==> src/rtl/game_pkg.sv <==
// Shared definitions for the game sequencer slice.
// Holds the phase encoding and the widths of the lives/time/score datapath.
package game_pkg;

  localparam int LIVES_W = 2;
  localparam int TIME_W  = 9;
  localparam int SCORE_W = 14;

  typedef enum logic [2:0] {
    IDLE     = 3'd0,
    PLAY     = 3'd1,
    DYING    = 3'd2,
    GAMEOVER = 3'd3,
    WON      = 3'd4
  } state_t;

endpackage

==> src/rtl/game_sequencer_if.sv <==
// Bundle of the sequencer's event inputs and phase/datapath outputs.
//   slave  : the sequencer (consumes events, drives state/freeze/respawn/lives/g_time/score)
//   master : the surrounding game logic (drives events, observes the outputs)
interface game_sequencer_if;
  import game_pkg::*;

  logic               tick_60hz;
  logic               start_b;
  logic               outbounds;
  logic               game_win;
  logic               coin_det;
  logic [2:0]         state;
  logic               freeze;
  logic               respawn;
  logic [LIVES_W-1:0] lives;
  logic [TIME_W-1:0]  g_time;
  logic [SCORE_W-1:0] score;

  modport slave (
    input  tick_60hz, start_b, outbounds, game_win, coin_det,
    output state, freeze, respawn, lives, g_time, score
  );

  modport master (
    output tick_60hz, start_b, outbounds, game_win, coin_det,
    input  state, freeze, respawn, lives, g_time, score
  );

endinterface

==> src/rtl/game_sequencer_rise_detect.sv <==
// Rising-edge detector: remembers last cycle's level and flags a 0->1 change.
//   clk, rst : clock and asynchronous active-high reset (history clears to 0)
//   level    : synchronous input level
//   pulse    : high for one cycle when level is 1 and was 0 on the previous cycle
module rise_detect (
  input  logic clk,
  input  logic rst,
  input  logic level,
  output logic pulse
);

  logic prev;

  always_ff @(posedge clk or posedge rst) begin
    if (rst) prev <= 1'b0;
    else     prev <= level;
  end

  assign pulse = level & ~prev;

endmodule

==> src/rtl/game_sequencer.sv <==
// Game-phase controller: sequences IDLE/PLAY/DYING/GAMEOVER/WON and owns the
// lives counter, countdown timer and score.
//   clk, rst : clock and asynchronous active-high reset
//   bus      : slave side of game_sequencer_if
//              in : tick_60hz, start_b, outbounds, game_win, coin_det
//              out: state, freeze, respawn, lives, g_time, score (all registered)
module game_sequencer
  import game_pkg::*;
#(
  parameter int START_LIVES   = 3,
  parameter int GAME_TIME     = 300,
  parameter int TICKS_PER_SEC = 60,
  parameter int DEATH_HOLD    = 90,
  parameter int COIN_POINTS   = 10,
  parameter int SCORE_MAX     = 9999
) (
  input logic              clk,
  input logic              rst,
  game_sequencer_if.slave  bus
);

  localparam int SUB_W  = (TICKS_PER_SEC > 1) ? $clog2(TICKS_PER_SEC) : 1;
  localparam int HOLD_W = (DEATH_HOLD > 1) ? $clog2(DEATH_HOLD) : 1;
  localparam logic [SUB_W-1:0]  SUB_LAST  = SUB_W'(TICKS_PER_SEC - 1);
  localparam logic [HOLD_W-1:0] HOLD_LAST = HOLD_W'(DEATH_HOLD - 1);

  state_t             state;
  logic               freeze;
  logic               respawn;
  logic [LIVES_W-1:0] lives;
  logic [TIME_W-1:0]  g_time;
  logic [SCORE_W-1:0] score;
  logic [SUB_W-1:0]   sub_cnt;
  logic [HOLD_W-1:0]  hold_cnt;
  logic               start_rise;
  logic               coin_rise;

  rise_detect u_start_rd (.clk(clk), .rst(rst), .level(bus.start_b),  .pulse(start_rise));
  rise_detect u_coin_rd  (.clk(clk), .rst(rst), .level(bus.coin_det), .pulse(coin_rise));

  function automatic logic [SCORE_W-1:0] add_coin(input logic [SCORE_W-1:0] s);
    logic [SCORE_W:0] sum;
    sum = {1'b0, s} + (SCORE_W+1)'(COIN_POINTS);
    if (sum > (SCORE_W+1)'(SCORE_MAX)) return SCORE_W'(SCORE_MAX);
    return sum[SCORE_W-1:0];
  endfunction

  function automatic logic [LIVES_W-1:0] lose_life(input logic [LIVES_W-1:0] l);
    if (l == '0) return '0;
    return l - LIVES_W'(1);
  endfunction

  always_ff @(posedge clk or posedge rst) begin
    if (rst) begin
      state    <= IDLE;
      freeze   <= 1'b1;
      respawn  <= 1'b0;
      lives    <= '0;
      g_time   <= '0;
      score    <= '0;
      sub_cnt  <= '0;
      hold_cnt <= '0;
    end else begin
      respawn <= 1'b0;
      case (state)
        IDLE: begin
          if (start_rise) begin
            state   <= PLAY;
            freeze  <= 1'b0;
            respawn <= 1'b1;
            lives   <= LIVES_W'(START_LIVES);
            g_time  <= TIME_W'(GAME_TIME);
            score   <= '0;
            sub_cnt <= '0;
          end
        end
        PLAY: begin
          // Coins score even on the cycle PLAY is being left.
          if (coin_rise) score <= add_coin(score);
          // Win beats death; the timer only advances when no event fires.
          if (bus.game_win) begin
            state  <= WON;
            freeze <= 1'b1;
          end else if (bus.outbounds) begin
            state    <= DYING;
            freeze   <= 1'b1;
            lives    <= lose_life(lives);
            hold_cnt <= '0;
          end else if (bus.tick_60hz) begin
            if (sub_cnt == SUB_LAST) begin
              sub_cnt <= '0;
              g_time  <= g_time - TIME_W'(1);
              if (g_time == TIME_W'(1)) begin
                state    <= DYING;
                freeze   <= 1'b1;
                lives    <= lose_life(lives);
                hold_cnt <= '0;
              end
            end else begin
              sub_cnt <= sub_cnt + SUB_W'(1);
            end
          end
        end
        DYING: begin
          if (bus.tick_60hz) begin
            if (hold_cnt == HOLD_LAST) begin
              if (lives == '0) begin
                state <= GAMEOVER;
              end else begin
                state   <= PLAY;
                freeze  <= 1'b0;
                respawn <= 1'b1;
                g_time  <= TIME_W'(GAME_TIME);
                sub_cnt <= '0;
              end
            end else begin
              hold_cnt <= hold_cnt + HOLD_W'(1);
            end
          end
        end
        GAMEOVER, WON: begin
          if (start_rise) state <= IDLE;
        end
        default: begin
          state  <= IDLE;
          freeze <= 1'b1;
        end
      endcase
    end
  end

  assign bus.state   = state;
  assign bus.freeze  = freeze;
  assign bus.respawn = respawn;
  assign bus.lives   = lives;
  assign bus.g_time  = g_time;
  assign bus.score   = score;

endmodule
==> src/flat_wrapper.sv <==
// flat-port wrapper written by rule: the top's interface ports become plain ports
module game_sequencer_flat import game_pkg::*;
#(
  parameter int START_LIVES   = 3,
  parameter int GAME_TIME     = 300,
  parameter int TICKS_PER_SEC = 60,
  parameter int DEATH_HOLD    = 90,
  parameter int COIN_POINTS   = 10,
  parameter int SCORE_MAX     = 9999
)
  (clk, rst, bus_tick_60hz, bus_start_b, bus_outbounds, bus_game_win, bus_coin_det, bus_state, bus_freeze, bus_respawn, bus_lives, bus_g_time, bus_score);
  game_sequencer_if bus_i ();
  input logic clk;
  input logic rst;
  input wire logic [$bits(bus_i.tick_60hz)-1:0] bus_tick_60hz;
  input wire logic [$bits(bus_i.start_b)-1:0] bus_start_b;
  input wire logic [$bits(bus_i.outbounds)-1:0] bus_outbounds;
  input wire logic [$bits(bus_i.game_win)-1:0] bus_game_win;
  input wire logic [$bits(bus_i.coin_det)-1:0] bus_coin_det;
  output wire logic [$bits(bus_i.state)-1:0] bus_state;
  output wire logic [$bits(bus_i.freeze)-1:0] bus_freeze;
  output wire logic [$bits(bus_i.respawn)-1:0] bus_respawn;
  output wire logic [$bits(bus_i.lives)-1:0] bus_lives;
  output wire logic [$bits(bus_i.g_time)-1:0] bus_g_time;
  output wire logic [$bits(bus_i.score)-1:0] bus_score;
  assign bus_i.tick_60hz = bus_tick_60hz;
  assign bus_i.start_b = bus_start_b;
  assign bus_i.outbounds = bus_outbounds;
  assign bus_i.game_win = bus_game_win;
  assign bus_i.coin_det = bus_coin_det;
  assign bus_state = bus_i.state;
  assign bus_freeze = bus_i.freeze;
  assign bus_respawn = bus_i.respawn;
  assign bus_lives = bus_i.lives;
  assign bus_g_time = bus_i.g_time;
  assign bus_score = bus_i.score;
  game_sequencer #(.START_LIVES(START_LIVES), .GAME_TIME(GAME_TIME), .TICKS_PER_SEC(TICKS_PER_SEC), .DEATH_HOLD(DEATH_HOLD), .COIN_POINTS(COIN_POINTS), .SCORE_MAX(SCORE_MAX)) u_core (.clk(clk), .rst(rst), .bus(bus_i));
endmodule
==> config.mk <==
export PLATFORM = sky130hd
export DESIGN_NAME = game_sequencer_flat
export DESIGN_NICKNAME = d
export VERILOG_FILES = /design/src/rtl/game_pkg.sv /design/src/rtl/game_sequencer_if.sv /design/src/rtl/game_sequencer_rise_detect.sv /design/src/rtl/game_sequencer.sv /design/src/flat_wrapper.sv
export SDC_FILE = /design/constraint.sdc
export NUM_CORES = 1
export LEC_CHECK = 0
export BUFFER_PORTS_ARGS = -buffer_cell sky130_fd_sc_hd__clkbuf_2
export CORE_MARGIN = 2
export CORE_UTILIZATION = 40
export DETAILED_ROUTE_END_ITERATION = 6
export GPL_ROUTABILITY_DRIVEN = 0
export PLACE_DENSITY_LB_ADDON = 0.1
export SLEW_MARGIN = 20
export SYNTH_ARGS = -nofsm -noshare
export SYNTH_HDL_FRONTEND = slang
export SYNTH_SLANG_ARGS = --single-unit
==> constraint.sdc <==
create_clock -name clk -period 4.2 [get_ports clk]
set_clock_uncertainty 0.15 [all_clocks]
set_input_delay 0.63 -clock clk [delete_from_list [all_inputs] [get_ports clk]]
set_output_delay 0.63 -clock clk [all_outputs]
set_load 0.1 [all_outputs]
==> results.yml, run 1 <==
critical_path:
  critical_path_class: "register to register"
  worstPathMaxFanout: 11
  cpPeakStageDelay_ns: 0.53
  critPathBufInv: 0
  crit_chain: "ha_1 > o2111a_2 > nand2_1 > or4_4 > a41oi_4 > nor3_1 > a211o_1"
  r2r_start: "u_core.bus.score[1]$_DFFE_PP0P_"
  crit_start: "u_core.bus.score[1]$_DFFE_PP0P_"
  worstSetupEndpointType: "register"
  crit_arrival_ns: 2.88
  crit_required_ns: 4.23
  crit_family: "compound AO/OA/AOI/OAI gates"
  slowest_stage: "dfrtp_1"
  startpoint_type: "register"
global_routing:
  grtUsageMet2: 0.2993
  busiest_layer: "met2"
  grtUsageMet1: 0.2709
  use_met3: 0.02952
  grt_usage: 0.1899
  antenna_found_initial: 0
  overflow: 0
  grt_pass1_wl_um: 11380
  grt_max_degree: 46
  grt_pass1_vias: 2260
placement:
  io_buffers: 36
  hpwl_um: 4711
  dp_cells: 409
route:
  final_antenna_net_count: 0
  drt_iter0_drc: 171
  vias_per_cell: 5.806
  drt_pass1_iterations: 4
  drc: 0
  wl_per_cell_um: 15.95
  wl_um: 6650
  dr_total_vias: 2421
synthesis:
  yosys_register_bits: 45
  synth-edff-count: 0
  ys_warn_count: 0
  synthFlopType: "dfrtp_1"
  avgSynthCellArea_um2: 8.927
  synth-seq-area-share: 0.4154
  synthArstFlopShare: 1.000
  netlist_area_um2: 2714
  synth_cells: 304
  synth_nets: 318
  ys_types: 60
hold_path:
  hold_path_class: "input port to register"
  hp-start: "bus_start_b"
floorplan:
  die_h_um: 86.37
  ioPinCount: 37
  core_um2: 6681
  start_util: 0.4062
  dieArea_um2: 7460
  placementRows: 30
  die_w_um: 86.37
sta:
  finalHoldViolCount: 0
  fin_crit_sh: 0.6789
  min_period_ns: 2.852
  setup_viol: 0
  rsz0062_at_grt: "false"
  tightest_slew_ns: 0.9490
  tns_ns: 0
  max_freq_mhz: 350.7
  slew_headroom: 0.3664
  slew_violations: 0
power:
  power_frac_seq: 0.321
  net-switching-power_uw: 1238
  intPower_uw: 893.1
  p_comb_frac: 0.550
  powerDensity_nw_per_um2: 701.7
  peakVddDrop_mv: 0.4523
  leakage_uw: 0.001336
  clkPwrFrac: 0.129
  switching_share: 0.5809
cts:
  cts_resized: 0
  hold_buffers: 0
  clock_sinks: 45
  clock_path_buffers: 2
  cts_buffers: 5
  h-tree-depth: 2
  cts_root_buf: "clkbuf_8"
  post-cts-setup-buffer-count: 0
  path_clk_slew_ns: 0.09
  cts_tree: "built"
  insertion_delay_ns: 0.30
layout:
  drive_gt1_frac: 0.1929
  n_antenna_cell: 0
  syn_to_final_growth_pct: 11.89
  stdcell_count: 417
  finalNetCount: 350
run_status:
  outcome: "completed"
job:
  drv_cap: 0
==> cell families after synthesis <==
logic type | count (synthesis) | synth area share
buffers and inverters | 23 | 0.03550
muxes | 2 | 0.007838
xor gates and xnor gates | 7 | 0.02259
AOI/OAI and AO/OA | 85 | 0.2351
adders and majority gates | 7 | 0.03227
DFF | 45 | 0.4154
and+or+nand+nor | 135 | 0.2513
==> state kept, by name, summed over array words and instances, names as in the netlist <==
signal,flops
u_core.bus.score,14
u_core.bus.lives,2
u_core.bus.respawn,1
u_core.sub_cnt,6
u_core.u_coin_rd.prev,1
u_core.bus.g_time,9
u_core.bus.state,3
u_core.hold_cnt,7
u_core.u_start_rd.prev,1
u_core.bus.freeze,1
==> layer usage <==
layer | vias to the layer above | routed length (µm)
li1 | 1183 | -
met1 | 1172 | 3154
met2 | 60 | 3128
met3 | 6 | 296
met4 | 0 | 70
met5 | - | 0
==> final timing paths <==
path	end	slack, ns	cells after the start
setup / recovery	u_core.bus.score[5]$_DFFE_PP0P_	1.35	7
min in group asynchronous	u_core.bus.g_time[4]$_DFFE_PP0P_	0.37	2
max in group asynchronous	u_core.bus.score[4]$_DFFE_PP0P_	2.94	2
hold / removal	u_core.u_start_rd.prev$_DFF_PP0_	0.30	1
setup reg to reg	u_core.bus.score[5]$_DFFE_PP0P_	1.35	7
hold reg to reg	u_core.hold_cnt[6]$_DFFE_PP0P_	0.37	1
==> metrics by stage <==
stage / setup WS (ns) / utilization / power, µW / area, µm² / hold WS, ns
after floorplan: 0.9975 / - / 1637 / 2714 / 0.3071
after global placement: 1.441 / 0.4410 / 1866 / 2947 / 0.3220
after detailed placement: 1.394 / 0.4410 / 1865 / 2947 / 0.3353
after CTS: 1.365 / 0.4545 / 2147 / 3037 / 0.2877
after global routing: 1.170 / 0.4545 / 2288 / 3037 / 0.2722
final: 1.348 / 0.4545 / 2131 / 3037 / 0.3008
==> power by group through the flow <==
stage	clock (µW)	sequential (µW)	combinational [µW]
floorplan	0	1150	489
global placement	0	688	1180
detailed placement	0	690	1170
CTS	287	682	1180
global route	309	707	1270
finish	275	684	1170
==> synthesized netlist by cell type (all sizes together) (7+ instances only) <==
cell type  count  area, µm²
nand3         14      70.07
nand2         43      161.4
dfrtp         44       1101
nor2          27      101.4
a21oi         15      75.07
and3           7      43.79
o21ai         26      130.1
nor3          12      65.06
a21o           8      60.06
inv           11      41.29
ha             7      87.58
==> area by class of cell <==
cell class              instances  area, µm²
well taps                      80      100.1
repair buffers                 37      187.7
clock buffers                   5      68.82
multi-input cells             236       1490
inverters                      11      41.29
fillers                       660       3645
clock inverters                 3      21.27
flip-flops and latches         45       1127
==> worst reg2reg max path, stage by stage (launching register included) <==
cell	delay, ns
dfrtp_1	0.53
ha_1	0.41
o2111a_2	0.28
nand2_1	0.12
or4_4	0.48
a41oi_4	0.40
nor3_1	0.11
a211o_1	0.27
==> cell usage in the layout, fill, tap and decap left out, types with 2 or more instances in the layout <==
| cell type | netlist | routed |
|---|---|---|
| a21o_1 | 8 | 8 |
| nand3_1 | 14 | 14 |
| and4_1 | 2 | 2 |
| nor3_1 | 11 | 11 |
| o221a_2 | 2 | 2 |
| or3_1 | 2 | 2 |
| nand3b_1 | 3 | 3 |
| a31oi_1 | 4 | 4 |
| o41ai_2 | 2 | 2 |
| nand2_1 | 43 | 43 |
| nor2_1 | 27 | 27 |
| dfrtp_1 | 44 | 44 |
| o22ai_1 | 3 | 3 |
| o21ai_0 | 25 | 25 |
| or4_4 | 2 | 2 |
| clkbuf_2 | 1 | 36 |
| and3_1 | 7 | 7 |
| and2_0 | 2 | 2 |
| nor4_1 | 4 | 4 |
| a211o_1 | 2 | 2 |
| nand2b_1 | 4 | 4 |
| nand4_1 | 6 | 6 |
| o31ai_1 | 4 | 4 |
| xor2_1 | 6 | 6 |
| o41ai_1 | 2 | 2 |
| inv_1 | 11 | 10 |
| a31o_2 | 2 | 2 |
| o21a_1 | 2 | 2 |
| ha_1 | 7 | 7 |
| clkbuf_8 | 0 | 5 |
| a21oi_1 | 15 | 15 |
Power figures use the tool's default switching activity.
==> inputs of run 2 (changes only) <==
- ABC_AREA: unset -> 1
- clock period: 4.2 -> 2.8 ns (I/O delays scaled with it)
==> results.yml, run 2 <==
critical_path:
  worstPathMaxFanout: 12
  crit_start: "u_core.hold_cnt[0]$_DFFE_PP0P_"
  slowest_stage: "dfrtp_1"
  r2r_start: "u_core.hold_cnt[0]$_DFFE_PP0P_"
  crit_family: "simple AND/OR/NAND/NOR gates"
  crit_required_ns: 2.88
  crit_chain: "ha_1 > nand4_1 > nor3_1 > nor2_1 > a21oi_1 > nand2_1 > nor2_2 > nand2_1 > nor2_1 > nor2_1"
  cpPeakStageDelay_ns: 0.44
  startpoint_type: "register"
  r2r_slack_ns: 0.53
  crit_arrival_ns: 2.35
  r2r_end: "u_core.bus.freeze$_DFFE_PP1P_"
  critPathBufInv: 0
  r2r_cells: 10
  cpMostUsedCell: "nor2_1"
  worstSetupEndpointType: "register"
  critical_path_class: "register to register"
floorplan:
  core_um2: 6794
  placementRows: 30
  die_h_um: 88.01
  die_w_um: 88.01
  dieArea_um2: 7745
  ioPinCount: 37
  start_util: 0.4155
global_routing:
  grt_pass1_vias: 2345
  grt_max_degree: 23
  grt_usage: 0.1770
  grt_pass1_wl_um: 10880
  overflow: 0
  antenna_found_initial: 0
synthesis:
  synth_top_area_share: 0.3901
  synthArstFlopShare: 1.000
  synth-seq-area-share: 0.3994
  synth_nets: 389
  synth-edff-count: 0
  synth_xor_area_frac: 0.04654
  synthMuxAreaShare: 0
  synth_top_cells_by_count: "nand2_1, dfrtp_1, inv_1, nor2_1, nand3_1"
  synth_area_leaders: "dfrtp_1, nand2_1, inv_1, nor2_1, o21ai_2"
  netlist_area_um2: 2823
  synthFlopType: "dfrtp_1"
  synth_cells: 375
  ys_types: 31
  avgSynthCellArea_um2: 7.527
  yosys.area.top_type: "dfrtp_1"
  ys_warn_count: 0
  yosys_register_bits: 45
  post-synth-top-count-cell: "nand2_1"
  yosys.area_share.simple: 0.3528
  synth_fa_ha_area_frac: 0.03103
  synth_compound_area_frac: 0.08378
  synth_top_family_by_area: "simple AND/OR/NAND/NOR gates"
layout:
  syn_to_final_growth_pct: 12.06
  fill_cells: 700
  regArea_um2: 1127
  multi_input_area_um2: 1451
  n_antenna_cell: 0
  top_regs: "u_core.bus.score (14), u_core.bus.g_time (9), u_core.hold_cnt (7)"
  largest_register_ffs: 14
  finalInstanceArea_um2: 3163
  layout_commonest_cell: "nand2_1"
  drive_gt1_frac: 0.1855
  finalNetCount: 428
  mostFrequentLayoutCells: "nand2_1, dfrtp_1, inv_1, nor2_1, clkbuf_2"
  regMostFlops: "u_core.bus.score"
route:
  drt_pass1_iterations: 4
  drt_iter0_drc: 92
  wl_um: 6152
  wl_per_cell_um: 12.04
  dr_total_vias: 2432
  final_antenna_net_count: 0
  vias_per_cell: 4.759
  drc: 0
sta:
  finalHoldViolCount: 0
  rsz0062_at_grt: "false"
  tightest_slew_ns: 0.5957
  fin_crit_sh: 0.8095
  slew_violations: 0
  min_period_ns: 2.267
  max_freq_mhz: 441.2
  slew_headroom: 0.6017
  tns_ns: 0
  setup_viol: 0
hold_path:
  hp-start: "bus_start_b"
  holdPathStages: 1
  worstHoldEndpoint: "u_core.u_start_rd.prev$_DFF_PP0_"
  hold_path_class: "input port to register"
cts:
  clock_sinks: 45
  clock_path_buffers: 2
  post-cts-setup-buffer-count: 0
  path_clk_slew_ns: 0.09
  insertion_delay_ns: 0.31
  cts_root_buf: "clkbuf_8"
  cts_tree: "built"
  cts_buffers: 5
  h-tree-depth: 2
placement:
  io_buffers: 36
  placed_area_um2: 3070
  hpwl_um: 4398
job:
  drv_cap: 0
power:
  peakVddDrop_mv: 0.9595
  powerDensity_nw_per_um2: 1198
  leakage_uw: 0.001682
run_status:
  outcome: "completed"
[run 2: how the worst max path moves through the flow]
stage | endpoint | cells past startpoint
global placement | u_core.bus.freeze$_DFFE_PP1P_ | 10
finish | u_core.bus.freeze$_DFFE_PP1P_ | 10
detailed placement | u_core.bus.freeze$_DFFE_PP1P_ | 10
global route | u_core.bus.freeze$_DFFE_PP1P_ | 11
CTS | u_core.bus.freeze$_DFFE_PP1P_ | 10
floorplan | u_core.bus.score[1]$_DFFE_PP0P_ | 13
[run 2: through the flow]
stage	power [µW]	hold WS [ns]	cells	utilization	setup WS, ns
after detailed placement	3414	0.1742	502	0.4519	0.5366
after global routing	4098	0.07361	511	0.4656	0.2005
after floorplan	3093	0.3014	375	-	0.1274
after CTS	3831	0.07525	511	0.4656	0.5112
final	3788	0.08171	511	0.4656	0.5334
after global placement	3397	0.1741	502	0.4519	0.5347
[run 2: area by class of cell]
type	instances	area share
multi-input combinational	278	0.4589
clock buffer	6	0.02294
tap	96	0.03797
inverter	43	0.05103
timing repair buffer	41	0.06962
clock inverter	2	0.003165
sequential	45	0.3564
[run 2: where the power goes]
part / switching, µW / internal [µW] / leakage [µW]
logic: 1850 / 507 / 0.00104
registers: 207 / 818 / 0.000596
clock network: 229 / 174 / 0.0000450
total: 2290 / 1500 / 0.00168
[run 2: what timing repair did]
item / 4_1_cts / 5_1_grt
hold endpoints to repair: 7 / 0
hold buffers: 1 / 0
resized for setup: 0 / 0
[run 2: cell families after synthesis]
logic type	count (synthesis)
simple gates	223
buf+inv	52
flops	45
compound gates	33
xor+xnor	15
fa+ha+maj	7
[run 2: per-layer routing]
| layer | GRT usage | share of wire | up-vias |
|---|---|---|---|
| li1 | - | - | 1271 |
| met5 | 0 | 0 | - |
| met4 | 0.06434 | 0.016 | 0 |
| met3 | 0.03770 | 0.040 | 10 |
| met2 | 0.2837 | 0.45 | 40 |
| met1 | 0.2359 | 0.50 | 1111 |
==> inputs of run 3 (changes only) <==
- clock period: 2.8 -> 1.83 ns (I/O delays scaled with it)
==> results.yml, run 3 (synthesis gave the netlist of run 2 again) <==
run_status:
  outcome: "finished with violations"
  violations: "negative setup slack"
sta:
  finalHoldViolCount: 0
  slew_violations: 0
  finalWorstSetupSlack_ns: -0.1479
  rsz0062_at_grt: "true"
  fin_crit_sh: 1.081
  slew_headroom: 0.6381
  setup_viol: 33
  max_freq_mhz: 505.6
  min_period_ns: 1.978
  hold-worst-slack_ns: 0.1317
  tightest_slew_ns: 0.5423
  tns_ns: -2.822
critical_path:
  r2r_cells: 14
  r2r_slack_ns: -0.15
  endpoint: "u_core.bus.score[10]$_DFFE_PP0P_"
  crit_chain: "inv_2 > ha_4 > nor2_1 > nor2_1 > nand2_1 > nand2_1 > nor2_1 > nand3_1 > nand2_1 > nand2_2 > nand2_4 > nand3_2 > nand2_2 > nand2_1"
  r2r_end: "u_core.bus.score[10]$_DFFE_PP0P_"
  crit_start: "u_core.bus.score[1]$_DFFE_PP0P_"
  startpoint_type: "register"
  crit_arrival_ns: 2.03
  worstSetupEndpointType: "register"
  worstPathMaxFanout: 7
  cpMostUsedCell: "nand2_1"
  cpPeakStageDelay_ns: 0.52
  r2r_start: "u_core.bus.score[1]$_DFFE_PP0P_"
  slowest_stage: "dfrtp_4"
  critical_path_class: "register to register"
  crit_required_ns: 1.88
hold_path:
  hold_path_class: "input port to register"
layout:
  mostFrequentLayoutCells: "nand2_1, buf_4, clkbuf_2"
  largest_register_ffs: 14
  n_antenna_cell: 0
  top_regs: "u_core.bus.score (14), u_core.bus.g_time (9), u_core.hold_cnt (7)"
  final_util: 0.6068
  drive_gt1_frac: 0.4510
  syn_to_final_growth_pct: 46.05
  finalNetCount: 503
  layout_commonest_cell: "nand2_1"
  regMostFlops: "u_core.bus.score"
route:
  wl_per_cell_um: 12.19
  wl_um: 7142
  drt_iter0_drc: 96
  drc: 0
  dr_total_vias: 2765
  drt_pass1_iterations: 6
  vias_per_cell: 4.718
  final_antenna_net_count: 0
placement:
  dp_worst_setup_slack_ns: -0.1962
  io_buffers: 36
  hpwl_um: 4882
cts:
  insertion_delay_ns: 0.30
  path_clk_slew_ns: 0.09
  cts_tree: "built"
  clock_sinks: 45
  cts_root_buf: "clkbuf_8"
  cts_buffers: 5
  clock_path_buffers: 2
  h-tree-depth: 2
global_routing:
  grt_pass1_wl_um: 12030
  overflow: 0
  antenna_found_initial: 0
  grt_pass1_vias: 2623
  grt_usage: 0.1957
  grt_max_degree: 46
floorplan:
  core_um2: 6794
  die_w_um: 88.01
  dieArea_um2: 7745
  ioPinCount: 37
  placementRows: 30
  die_h_um: 88.01
  start_util: 0.4155
power:
  powerDensity_nw_per_um2: 1840
  leakage_uw: 0.002140
  peakVddDrop_mv: 1.561
job:
  drv_cap: 0
run 3: area by class of cell:
cell class                      instances  area, µm²
Clock inverter                          2      35.03
Inverter                               43      161.4
Fill cell                             628       2671
Sequential cell                        45       1177
Clock buffer                            6      72.57
Tap cell                               96      120.1
Timing Repair Buffer                  114      862.1
Multi-Input combinational cell        280       1694
run 3: through the flow:
stage	instance area, µm²	power [µW]	std cells
finish	4123	7587	586
global route	4123	8088	586
CTS	3966	7253	578
detailed placement	3677	6154	561
global placement	3677	6094	561
floorplan	2958	4954	375
run 3: what timing repair did:
action | in CTS | in global routing
pin swaps | 19 | 21
gates cloned | 2 | 1
hold endpoints to repair | 46 | 0
gates resized for setup | 32 | 19
setup buffers | 4 | 7
setup endpoints to repair | 40 | 43
hold buffers | 3 | 0
run 3: worst min-delay path by stage:
stage / startpoint / end / depth (start not counted)
5_1_grt: bus_game_win / u_core.bus.state[1]$_DFFE_PP0P_ / 4
2_1_floorplan: bus_coin_det / u_core.u_coin_rd.prev$_DFF_PP0_ / 0
4_1_cts: bus_game_win / u_core.bus.state[1]$_DFFE_PP0P_ / 4
3_5_place_dp: rst / u_core.bus.score[7]$_DFFE_PP0P_ / 3
3_3_place_gp: rst / u_core.sub_cnt[3]$_DFFE_PP0P_ / 3
6_report: bus_game_win / u_core.bus.state[1]$_DFFE_PP0P_ / 4
run 3: where the power goes:
| part | internal (µW) | total [µW] | switching, µW |
|---|---|---|---|
| sequential | 1310 | 1560 | 255 |
| clock | 406 | 770 | 364 |
| combinational | 1860 | 5250 | 3390 |
| total | 3580 | 7590 | 4010 |
run 3: worst max-delay path, delay by kind of cell, from the launching register on:
family,cells,cell delay (ns)
simple gates,12,0.92
flops,1,0.52
fa+ha+maj,1,0.19
buf+inv,1,0.08
run 3: per-layer routing:
metal / global-route usage / part of all wire / wire [µm]
met1: 0.2531 / 0.46 / 3311
met2: 0.3361 / 0.50 / 3546
met3: 0.03582 / 0.030 / 215
met4: 0.05315 / 0.0095 / 68
met5: 0 / 0 / 0
